--- src/rtl/serial_subtractor.sv ---
// Bit-serial unsigned subtractor: one difference bit per clock, LSB first, through a single borrow flop.
// The parallel diff/borrow are registered at the last bit, then a one-cycle done pulse is raised.
module serial_subtractor #(
    parameter int WIDTH = 4
) (
    input  logic             clk,
    input  logic             rst,
    input  logic             start,
    input  logic [WIDTH-1:0] a,
    input  logic [WIDTH-1:0] b,
    output logic             busy,
    output logic             ser_bit,
    output logic             ser_valid,
    output logic [WIDTH-1:0] diff,
    output logic             borrow,
    output logic             done
);

    localparam int CNT_W = $clog2(WIDTH);

    typedef enum logic [1:0] {
        IDLE  = 2'd0,
        SHIFT = 2'd1,
        DONE  = 2'd2
    } state_t;

    state_t state_reg, state_next;

    logic [WIDTH-1:0] a_sr_reg, a_sr_next;
    logic [WIDTH-1:0] b_sr_reg, b_sr_next;
    logic [WIDTH-1:0] r_reg, r_next;
    logic             bw_reg, bw_next;
    logic [CNT_W-1:0] cnt_reg, cnt_next;
    logic             ser_bit_reg, ser_bit_next;
    logic             ser_valid_reg, ser_valid_next;
    logic [WIDTH-1:0] diff_reg, diff_next;
    logic             borrow_reg, borrow_next;
    logic             done_reg, done_next;

    logic [WIDTH-1:0] a_shift, b_shift;
    logic             x, y, d, bw_calc, last;

    generate
        for (genvar gi = 0; gi < WIDTH - 1; gi++) begin : g_shift
            assign a_shift[gi] = a_sr_reg[gi+1];
            assign b_shift[gi] = b_sr_reg[gi+1];
        end
    endgenerate
    assign a_shift[WIDTH-1] = 1'b0;
    assign b_shift[WIDTH-1] = 1'b0;

    // Full-subtractor cell fed from the operand LSBs and the borrow flop.
    assign x       = a_sr_reg[0];
    assign y       = b_sr_reg[0];
    assign d       = x ^ y ^ bw_reg;
    assign bw_calc = (~x & y) | (~(x ^ y) & bw_reg);
    assign last    = (cnt_reg == CNT_W'(WIDTH - 1));

    always_ff @(posedge clk or negedge rst) begin
        if (!rst) begin
            state_reg <= IDLE;
        end else begin
            state_reg <= state_next;
        end
    end

    always_comb begin
        state_next = state_reg;
        case (state_reg)
            IDLE:    if (start) state_next = SHIFT;
            SHIFT:   if (last) state_next = DONE;
            DONE:    state_next = IDLE;
            default: state_next = IDLE;
        endcase
    end

    always_comb begin
        a_sr_next      = a_sr_reg;
        b_sr_next      = b_sr_reg;
        r_next         = r_reg;
        bw_next        = bw_reg;
        cnt_next       = cnt_reg;
        ser_bit_next   = ser_bit_reg;
        ser_valid_next = ser_valid_reg;
        diff_next      = diff_reg;
        borrow_next    = borrow_reg;
        done_next      = 1'b0;
        case (state_reg)
            IDLE: begin
                ser_valid_next = 1'b0;
                if (start) begin
                    a_sr_next = a;
                    b_sr_next = b;
                    bw_next   = 1'b0;
                    cnt_next  = '0;
                    r_next    = '0;
                end
            end
            SHIFT: begin
                a_sr_next      = a_shift;
                b_sr_next      = b_shift;
                bw_next        = bw_calc;
                r_next         = {d, r_reg[WIDTH-1:1]};
                ser_bit_next   = d;
                ser_valid_next = 1'b1;
                cnt_next       = cnt_reg + CNT_W'(1);
                if (last) begin
                    diff_next   = {d, r_reg[WIDTH-1:1]};
                    borrow_next = bw_calc;
                    done_next   = 1'b1;
                end
            end
            DONE: begin
                ser_valid_next = 1'b0;
            end
            default: begin
                ser_valid_next = 1'b0;
            end
        endcase
    end

    always_ff @(posedge clk or negedge rst) begin
        if (!rst) begin
            a_sr_reg      <= '0;
            b_sr_reg      <= '0;
            r_reg         <= '0;
            bw_reg        <= 1'b0;
            cnt_reg       <= '0;
            ser_bit_reg   <= 1'b0;
            ser_valid_reg <= 1'b0;
            diff_reg      <= '0;
            borrow_reg    <= 1'b0;
            done_reg      <= 1'b0;
        end else begin
            a_sr_reg      <= a_sr_next;
            b_sr_reg      <= b_sr_next;
            r_reg         <= r_next;
            bw_reg        <= bw_next;
            cnt_reg       <= cnt_next;
            ser_bit_reg   <= ser_bit_next;
            ser_valid_reg <= ser_valid_next;
            diff_reg      <= diff_next;
            borrow_reg    <= borrow_next;
            done_reg      <= done_next;
        end
    end

    assign busy      = (state_reg != IDLE);
    assign ser_bit   = ser_bit_reg;
    assign ser_valid = ser_valid_reg;
    assign diff      = diff_reg;
    assign borrow    = borrow_reg;
    assign done      = done_reg;

endmodule

--- config.mk ---
export PLATFORM = sky130hd
export DESIGN_NAME = serial_subtractor
export DESIGN_NICKNAME = d
export VERILOG_FILES = /design/src/rtl/serial_subtractor.sv
export SDC_FILE = /design/constraint.sdc
export NUM_CORES = 1
export LEC_CHECK = 0
export ABC_AREA = 0
export CORE_MARGIN = 1
export CORE_UTILIZATION = 49
export DETAILED_ROUTE_END_ITERATION = 10
export PLACE_DENSITY = 0.74
export RECOVER_POWER = 100
export SYNTH_ARGS = -nofsm -noshare
export SYNTH_HDL_FRONTEND = slang
export SYNTH_SLANG_ARGS = --single-unit
--- constraint.sdc ---
create_clock -name clk -period 1.8 [get_ports clk]
set_input_delay 0.27 -clock clk [delete_from_list [all_inputs] [get_ports clk]]
set_output_delay 0.27 -clock clk [all_outputs]
set_load 0.05 [all_outputs]
==> flow_metrics.env, run 1 <==
export IMPL_status="complete, no violations"
export IMPL_area_growth_pct=20.9
export IMPL_core_rowCount=15
export IMPL_worst_slew_pin_slew_ps=1230
export IMPL_drc_errors=0
export IMPL_synth_top_cell_by_area="dfrtp_1"
export IMPL_antennaDiodeCount=0
export IMPL_die_w_um=46.9
export IMPL_final_cell_mix="dfrtp_1 (24), clkdlybuf4s50_1 (12), nand2_1 (10)"
export IMPL_reg2reg_to="b_sr_reg[2]$_DFFE_PN0P_"
export IMPL_crit_family="buffers and inverters"
export IMPL_cts_tree="built"
export IMPL_relSlewSlack_pct=17.9
export IMPL_max_stage_delay_ps=790
export IMPL_synth_seq_cells=24
export IMPL_fmax_ghz=0.581
export IMPL_synth_warnings=0
export IMPL_grt_pass1_wl_um=3130
export IMPL_grtUsageTotal_pct=21.2
export IMPL_p_clk_share_pct=12.1
export IMPL_rsz0062_at_grt="false"
export IMPL_startpoint="done$_DFF_PN0_"
export IMPL_synthesis_area_um2=988
export IMPL_nets=118
export IMPL_antenna_found_initial=0
export IMPL_fin_setup_tns_ps=0
export IMPL_clk_path_buf_depth=2
export IMPL_r2r_start="state_reg[1]$_DFFE_PN0P_"
export IMPL_p_sw_mw=1.05
export IMPL_finalPower_mw=2.37
export IMPL_crit_type="flop to primary output"
export IMPL_cts_root_buffer="clkbuf_4"
export IMPL_seq_power_share_pct=40.6
export IMPL_cp_endpoint="done"
export IMPL_finClkSkew_ps=4.07
export IMPL_combPwrFrac_pct=47.3
export IMPL_num_vias=687
export IMPL_drt_iter0_markers=21
export IMPL_htreeDepth=1
export IMPL_hold_class="input pin to flop"
export IMPL_antenna_left=0
export IMPL_final_period_utilization_pct=95.6
export IMPL_grt_pass1_vias=672
export IMPL_start_util_pct=54.9
export IMPL_power_density_nw_per_um2=1980
export IMPL_wirelength_um=1840
export IMPL_crit_chain="clkdlybuf4s50_1"
export IMPL_dpl_instance_area_um2=1220
export IMPL_post_drt_via_cell_ratio=5.33
export IMPL_period_needed_ps=1720
export IMPL_required_ps=1530
export IMPL_detailed_place_hpwl_um=1370
export IMPL_path_clk_slew_ps=130
export IMPL_reg2reg_slack_ps=370
export IMPL_avgSynthCellArea_um2=12.2
export IMPL_cts_sinks=24
export IMPL_numCtsBuffers=3
export IMPL_slew_violations=0
export IMPL_synth_fp_nets=94
export IMPL_dieArea_um2=2200
export IMPL_synthesis_instances=81
export IMPL_cp_num_cells=1
export IMPL_io_pins=20
export IMPL_p_int_mw=1.32
export IMPL_cp_start_kind="flop"
export IMPL_vdd_drop_max_mv=1.11
export IMPL_fp_coreArea_um2=1800
export IMPL_maxCapViolations=0
export IMPL_design_area_um2=1190
export IMPL_final_common_cell="dfrtp_1"
export IMPL_drive_gt1_share_pct=9.62
export IMPL_critPathMaxFanout=1
export IMPL_wl_per_cell_um=14.2
export IMPL_finalHoldViolations=0
export IMPL_grt_max_degree=25
export IMPL_switching_share_pct=44.1
export IMPL_synth_seq_area_share_pct=60.8
export IMPL_place_inst=125
export IMPL_fillerInstances=156
export IMPL_reg2regPathDepth=3
export IMPL_clk_latency_ps=320
export IMPL_dieHeight_um=46.9
export IMPL_overflow=0
export IMPL_gp_congestion=0.835
export IMPL_first_pass_iters=3
export IMPL_synth_top_area_share_pct=60.8
export IMPL_finalNonFillerCells=129
export IMPL_cts_setup_buffers=0
export IMPL_setup_violations=0
export IMPL_final_util_pct=66.3
export IMPL_port_buffers=19
export IMPL_crit_arrival_ps=1450
export IMPL_yosysUniqueCellTypes=24
export IMPL_synthTopCellsByArea="dfrtp_1 (61%), o22a_1 (5.3%), mux2_2 (4.6%)"
export IMPL_cpMaxStageDelayCell="clkdlybuf4s50_1"
export IMPL_critPathBufInv=1
export IMPL_power_leakage_nw=0.548
export IMPL_crit_path_end_kind="primary output"
cell type report:
cell class / count / area, µm² / area share (%)
inverters: 6 / 22.5 / 1.88
flip-flops and latches: 24 / 601 / 50.3
clock buffers: 4 / 36.3 / 3.04
well taps: 25 / 31.3 / 2.62
repair buffers: 21 / 155 / 13.0
multi-input cells: 49 / 349 / 29.2
cell usage after synthesis:
cell type,number
buf_2,1
nand3b_1,3
ha_1,1
fa_1,1
o21bai_1,1
a32o_1,1
o221a_2,1
dfrtp_1,24
o22ai_1,1
nor2_1,2
inv_1,6
or2_1,1
nand2b_1,2
o21ai_0,4
nand3_1,2
a22o_1,3
o22a_1,6
a22oi_1,2
buf_6,1
or3b_1,1
nor2b_1,2
a21oi_1,1
mux2_2,4
nand2_1,10
kinds of logic (layout without fill, tap and decap cells):
kind of cell	count (synthesis)	in the layout	synth area share (%)
buf+inv	8	31	3.92
mux	4	4	4.56
fa+ha+maj	2	2	3.29
flops	24	24	60.8
compound gates	20	20	15.6
simple gates	23	23	11.9
per-stage QoR:
| stage | setup slack [ps] | hold WS [ps] |
|---|---|---|
| 2_1_floorplan | 257 | -25.6 |
| 3_3_place_gp | 345 | 472 |
| 5_1_grt | 19.9 | 500 |
| 6_report | 79.7 | 507 |
| 4_1_cts | 14.0 | 298 |
| 3_5_place_dp | 258 | 478 |
power groups by stage:
stage	combinational, mW	sequential, mW	clock [mW]
floorplan	0.632	1.19	0
finish	1.12	0.961	0.287
detailed placement	1.25	0.974	0
CTS	1.26	0.962	0.287
global route	1.24	0.992	0.310
global placement	1.23	0.963	0
metal layers:
metal	up-vias	wire [µm]	global-route usage [%]
met5	-	0	0
met4	0	41	10.9
met3	4	58	5.00
met2	12	815	29.4
met1	340	922	31.2
li1	331	-	-
worst min-delay path by stage:
stage	startpoint	cells after the start	end
global route	b[3]	3	b_sr_reg[3]$_DFFE_PN0P_
floorplan	rst	0	a_sr_reg[0]$_DFFE_PN0P_
finish	b[3]	3	b_sr_reg[3]$_DFFE_PN0P_
global placement	borrow$_DFFE_PN0P_	2	borrow$_DFFE_PN0P_
detailed placement	ser_bit$_DFFE_PN0P_	2	ser_bit$_DFFE_PN0P_
CTS	rst	2	cnt_reg[0]$_DFFE_PN0P_
timing repair:
action,in CTS,in global routing
hold buffers,0,0
setup endpoints to repair,0,5
gates resized for setup,0,5
endpoints found under the hold margin,0,0
Note: power is estimated with default switching activity, not from simulation.
==> run 2: changes to the inputs <==
--- a/config.mk
+++ b/config.mk
@@ -7,9 +7,9 @@
 export LEC_CHECK = 0
 export ABC_AREA = 0
 export CORE_MARGIN = 1
-export CORE_UTILIZATION = 49
+export CORE_UTILIZATION = 45
 export DETAILED_ROUTE_END_ITERATION = 10
-export PLACE_DENSITY = 0.74
+export PLACE_DENSITY = 0.68
 export RECOVER_POWER = 100
 export SYNTH_ARGS = -nofsm -noshare
 export SYNTH_HDL_FRONTEND = slang
==> run 2 against run 1 <==
Effect of this change:
- largest cell class unchanged
- first-iteration DRC count shrank 67%
- non-clock buffer count is the same
- power shrank 1.1%
- critical endpoint is now diff[2]
- register-to-register slack lost 20 ps
- sequential share of layout area shrank 0.57 points
- setup slack lost 22 ps
- core utilization shrank 6.5 points
- design area grew 1.2%
- fmax shrank 1.3%
- sequential power is essentially flat
==> flow_metrics.env, run 2 (synthesis gave the netlist of run 1 again) <==
export IMPL_io_pins=20
export IMPL_crit_chain="clkdlybuf4s50_1"
export IMPL_wl_per_cell_um=13.6
export IMPL_power_density_nw_per_um2=1940
export IMPL_startpoint="diff[2]$_DFFE_PN0P_"
export IMPL_port_buffers=19
export IMPL_cts_tree="built"
export IMPL_grtUsageTotal_pct=17.6
export IMPL_setup_violations=0
export IMPL_clk_latency_ps=300
export IMPL_critPathMaxFanout=2
export IMPL_maxCapViolations=0
export IMPL_crit_type="flop to primary output"
export IMPL_slew_violations=0
export IMPL_antenna_left=0
export IMPL_final_cell_mix="dfrtp_1 (24), clkdlybuf4s50_1 (16), nand2_1 (10)"
export IMPL_htreeDepth=1
export IMPL_grt_pass1_vias=703
export IMPL_r2r_start="cnt_reg[0]$_DFFE_PN0P_"
export IMPL_antenna_found_initial=0
export IMPL_fin_hold_ws_ps=496
export IMPL_use_met3_pct=3.12
export IMPL_clk_path_buf_depth=2
export IMPL_cts_root_buffer="clkbuf_4"
export IMPL_grt_use_met1_pct=23.2
export IMPL_post_drt_via_cell_ratio=5.21
export IMPL_busiest_layer="met2"
export IMPL_use_met2_pct=29.4
export IMPL_relSlewSlack_pct=17.2
export IMPL_hold_class="flop to flop"
export IMPL_cts_sinks=24
export IMPL_hp_start="ser_bit$_DFFE_PN0P_"
export IMPL_worst_slew_pin_slew_ps=1240
export IMPL_critPathBufInv=1
export IMPL_dieHeight_um=48.9
export IMPL_multi_input_area_um2=349
export IMPL_path_clk_slew_ps=130
export IMPL_seqCellArea_um2=601
export IMPL_num_vias=677
export IMPL_nets=118
export IMPL_period_needed_ps=1740
export IMPL_grt_pass1_wl_um=3140
export IMPL_cpMaxStageDelayCell="clkdlybuf4s50_1"
export IMPL_detailed_place_hpwl_um=1280
export IMPL_max_stage_delay_ps=810
export IMPL_cp_start_kind="flop"
export IMPL_fin_setup_tns_ps=0
export IMPL_finalHoldViolations=0
export IMPL_core_rowCount=16
export IMPL_gp_congestion=0.805
export IMPL_antennaDiodeCount=0
export IMPL_power_leakage_nw=0.551
export IMPL_fillerInstances=171
export IMPL_crit_family="buffers and inverters"
export IMPL_drc_errors=0
export IMPL_rsz0062_at_grt="false"
export IMPL_hold_buffers=0
export IMPL_status="complete, no violations"
export IMPL_overflow=0
export IMPL_finClkSkew_ps=3.81
export IMPL_grt_max_degree=25
export IMPL_die_w_um=48.9
export IMPL_area_growth_pct=22.3
export IMPL_final_period_utilization_pct=96.8
export IMPL_drt_iter0_markers=7
export IMPL_final_common_cell="dfrtp_1"
export IMPL_fp_coreArea_um2=2020
export IMPL_start_util_pct=48.9
export IMPL_crit_path_end_kind="primary output"
export IMPL_numCtsBuffers=3
export IMPL_cts_setup_buffers=0
export IMPL_required_ps=1530
export IMPL_wirelength_um=1770
export IMPL_vdd_drop_max_mv=0.799
export IMPL_fmax_ghz=0.574
export IMPL_first_pass_iters=3
export IMPL_dieArea_um2=2390
export IMPL_crit_arrival_ps=1470
export IMPL_drive_gt1_share_pct=8.74
==> run 2: cell count changes in the layout (fill, tap and decap cells not counted) <==
| cell | previous run | this run |
|---|---|---|
| clkbuf_1 | 8 | 4 |
| buf_2 | 1 | 0 |
| clkbuf_8 | 1 | 0 |
| clkbuf_2 | 0 | 1 |
| clkdlybuf4s50_1 | 12 | 16 |
==> run 2: path summary, 6_finish.rpt <==
path / to / slack [ps] / depth (start not counted)
max in group asynchronous: r_reg[3]$_DFFE_PN0P_ / 410 / 2
hold reg to reg: ser_bit$_DFFE_PN0P_ / 500 / 2
setup reg to reg: diff[3]$_DFFE_PN0P_ / 350 / 3
setup / recovery: diff[2] / 60 / 1
hold / removal: ser_bit$_DFFE_PN0P_ / 500 / 2
min in group asynchronous: cnt_reg[1]$_DFFE_PN0P_ / 660 / 2
==> run 2: layout make-up <==
cell class	count	share of cell area, %
Sequential cell	24	49.7
Timing Repair Buffer	21	14.9
Clock buffer	3	1.86
Multi-Input combinational cell	49	28.9
Tap cell	27	2.80
Inverter	6	1.86
==> run 2: report_power, final <==
| part | internal [mW] | switching, mW |
|---|---|---|
| sequential | 0.785 | 0.175 |
| combinational | 0.458 | 0.695 |
| clock | 0.0781 | 0.153 |
==> run 2: metrics by stage <==
step / cell area [µm²] / power [mW] / worst slack, ps / utilization, % / std cells
floorplan: 988 / 1.82 / 257 / - / 81
global placement: 1220 / 2.19 / 328 / 60.4 / 127
detailed placement: 1220 / 2.23 / 252 / 60.4 / 127
CTS: 1240 / 2.45 / 35.8 / 61.5 / 130
global route: 1210 / 2.52 / 11.9 / 59.8 / 130
finish: 1210 / 2.34 / 57.7 / 59.8 / 130
==> run 2: repair_timing <==
| action | CTS | global route |
|---|---|---|
| resized for setup | 0 | 2 |
| endpoints found under the setup margin | 0 | 2 |
| hold endpoints to repair | 0 | 0 |
==> run 2: metal layers <==
layer / vias up / wire length, µm / share of wire (%)
li1: 330 / - / -
met2: 12 / 912 / 51
met5: - / 0 / 0
met3: 0 / 58 / 3.3
met1: 335 / 801 / 45
met4: 0 / 0 / 0
==> run 3: changes to the inputs <==
--- a/config.mk
+++ b/config.mk
@@ -9,6 +9,7 @@
 export CORE_MARGIN = 1
 export CORE_UTILIZATION = 45
 export DETAILED_ROUTE_END_ITERATION = 10
+export MAX_ROUTING_LAYER = met4
 export PLACE_DENSITY = 0.68
 export RECOVER_POWER = 100
 export SYNTH_ARGS = -nofsm -noshare
==> constraint.sdc (replaced) <==
create_clock -name clk -period 1.8 [get_ports clk]
set_input_delay 0.18 -clock clk [delete_from_list [all_inputs] [get_ports clk]]
set_output_delay 0.18 -clock clk [all_outputs]
set_load 0.05 [all_outputs]
==> run 3 against run 2 <==
Effect of this change:
- sequential power barely moved
- critical path depth did not move
- largest power group unchanged
- setup slack improved by 48 ps
- combinational power rose by 3%
- largest cell class unchanged
- critical path type unchanged
- global-route usage rose by 0.61 points
==> flow_metrics.env, run 3 (synthesis gave the netlist of run 1 again) <==
export IMPL_cts_tree="built"
export IMPL_crit_path_end_kind="primary output"
export IMPL_power_leakage_nw=0.566
export IMPL_p_clk_share_pct=11.6
export IMPL_cp_start_kind="flop"
export IMPL_final_util_pct=61.1
export IMPL_overflow=0
export IMPL_dieArea_um2=2390
export IMPL_seq_power_share_pct=39.5
export IMPL_final_common_cell="dfrtp_1"
export IMPL_cts_root_buffer="clkbuf_4"
export IMPL_start_util_pct=48.9
export IMPL_nets=118
export IMPL_hold_buffers=0
export IMPL_cpMaxStageDelayCell="dlygate4sd3_1"
export IMPL_setup_violations=0
export IMPL_num_vias=678
export IMPL_crit_chain="dlygate4sd3_1"
export IMPL_final_period_utilization_pct=94.1
export IMPL_slew_violations=0
export IMPL_crit_type="flop to primary output"
export IMPL_crit_arrival_ps=1510
export IMPL_antenna_left=0
export IMPL_finClkSkew_ps=7.78
export IMPL_drt_iter0_markers=10
export IMPL_drive_gt1_share_pct=9.62
export IMPL_status="complete, no violations"
export IMPL_clk_latency_ps=320
export IMPL_combPwrFrac_pct=48.9
export IMPL_dieHeight_um=48.9
export IMPL_detailed_place_hpwl_um=1310
export IMPL_grt_pass1_vias=680
export IMPL_crit_family="buffers and inverters"
export IMPL_period_needed_ps=1690
export IMPL_fillerInstances=169
export IMPL_critPathBufInv=1
export IMPL_fp_coreArea_um2=2020
export IMPL_grt_pass1_wl_um=3130
export IMPL_gp_congestion=0.751
export IMPL_relSlewSlack_pct=18.1
export IMPL_die_w_um=48.9
export IMPL_htreeDepth=1
export IMPL_numCtsBuffers=3
export IMPL_finalPower_mw=2.43
export IMPL_required_ps=1620
export IMPL_max_stage_delay_ps=860
export IMPL_hold_class="input pin to flop"
export IMPL_place_inst=127
export IMPL_post_drt_via_cell_ratio=5.18
export IMPL_rsz0062_at_grt="false"
export IMPL_power_density_nw_per_um2=1970
export IMPL_wirelength_um=1780
export IMPL_fin_setup_tns_ps=0
export IMPL_worst_slew_pin_slew_ps=1230
export IMPL_area_growth_pct=24.9
export IMPL_cts_setup_buffers=0
export IMPL_finalNonFillerCells=131
export IMPL_grt_max_degree=25
export IMPL_clk_path_buf_depth=2
export IMPL_final_cell_mix="dfrtp_1 (24), clkdlybuf4s50_1 (15), nand2_1 (10)"
export IMPL_fmax_ghz=0.590
export IMPL_critPathMaxFanout=1
export IMPL_first_pass_iters=4
export IMPL_port_buffers=19
export IMPL_vdd_drop_max_mv=0.947
export IMPL_cts_sinks=24
export IMPL_antennaDiodeCount=0
export IMPL_finalHoldViolations=0
export IMPL_core_rowCount=16
export IMPL_path_clk_slew_ps=130
export IMPL_switching_share_pct=42.6
export IMPL_wl_per_cell_um=13.6
export IMPL_p_sw_mw=1.03
export IMPL_io_pins=20
export IMPL_cts_resized=0
export IMPL_maxCapViolations=0
export IMPL_p_int_mw=1.39
export IMPL_grtUsageTotal_pct=18.2
export IMPL_antenna_found_initial=0
export IMPL_drc_errors=0
==> run 3: cell count changes in the layout (fill, tap and decap cells not counted) <==
cell,previous run,this run
clkdlybuf4s50_1,16,15
dlygate4sd3_1,0,3
clkbuf_1,4,2
clkbuf_8,0,1
==> run 3: power by group through the flow <==
stage	Combinational, mW	Sequential (mW)	Clock [mW]
2_1_floorplan	0.632	1.19	0
3_3_place_gp	1.22	0.968	0
3_5_place_dp	1.23	0.973	0
4_1_cts	1.23	0.961	0.295
5_1_grt	1.29	0.999	0.310
6_report	1.19	0.959	0.283
==> run 3: final timing paths <==
kind | end | from | depth (start not counted) | slack, ps
setup / recovery | ser_valid | ser_valid$_DFF_PN0_ | 1 | 110
hold / removal | b_sr_reg[3]$_DFFE_PN0P_ | b[3] | 3 | 430
setup reg to reg | diff[3]$_DFFE_PN0P_ | cnt_reg[0]$_DFFE_PN0P_ | 3 | 370
hold reg to reg | r_reg[1]$_DFFE_PN0P_ | r_reg[1]$_DFFE_PN0P_ | 1 | 510
max in group asynchronous | r_reg[3]$_DFFE_PN0P_ | rst | 2 | 450
min in group asynchronous | state_reg[0]$_DFFE_PN0P_ | rst | 2 | 630
==> run 3: cell type report <==
| type | instances | area, µm² | area share [%] |
|---|---|---|---|
| repair buffers | 21 | 193 | 15.6 |
| well taps | 27 | 33.8 | 2.74 |
| inverters | 6 | 22.5 | 1.82 |
| multi-input cells | 49 | 349 | 28.3 |
| clock buffers | 4 | 36.3 | 2.94 |
| flip-flops and latches | 24 | 601 | 48.6 |
==> run 3: metrics by stage <==
stage               worst slack, ps  hold WS [ps]  area [µm²]
floorplan                       257          -116         988
global placement                349           473        1210
detailed placement              330           483        1210
CTS                             107           209        1240
global route                   39.8           448        1230
finish                          106           430        1230
==> run 3: layer usage <==
layer / vias to the layer above / track usage [%] / share of wire [%]
met5: - / - / 0
li1: 337 / - / -
met4: 0 / 8.82 / 1.0
met3: 2 / 2.80 / 2.4
met1: 325 / 24.1 / 50
met2: 14 / 27.5 / 47
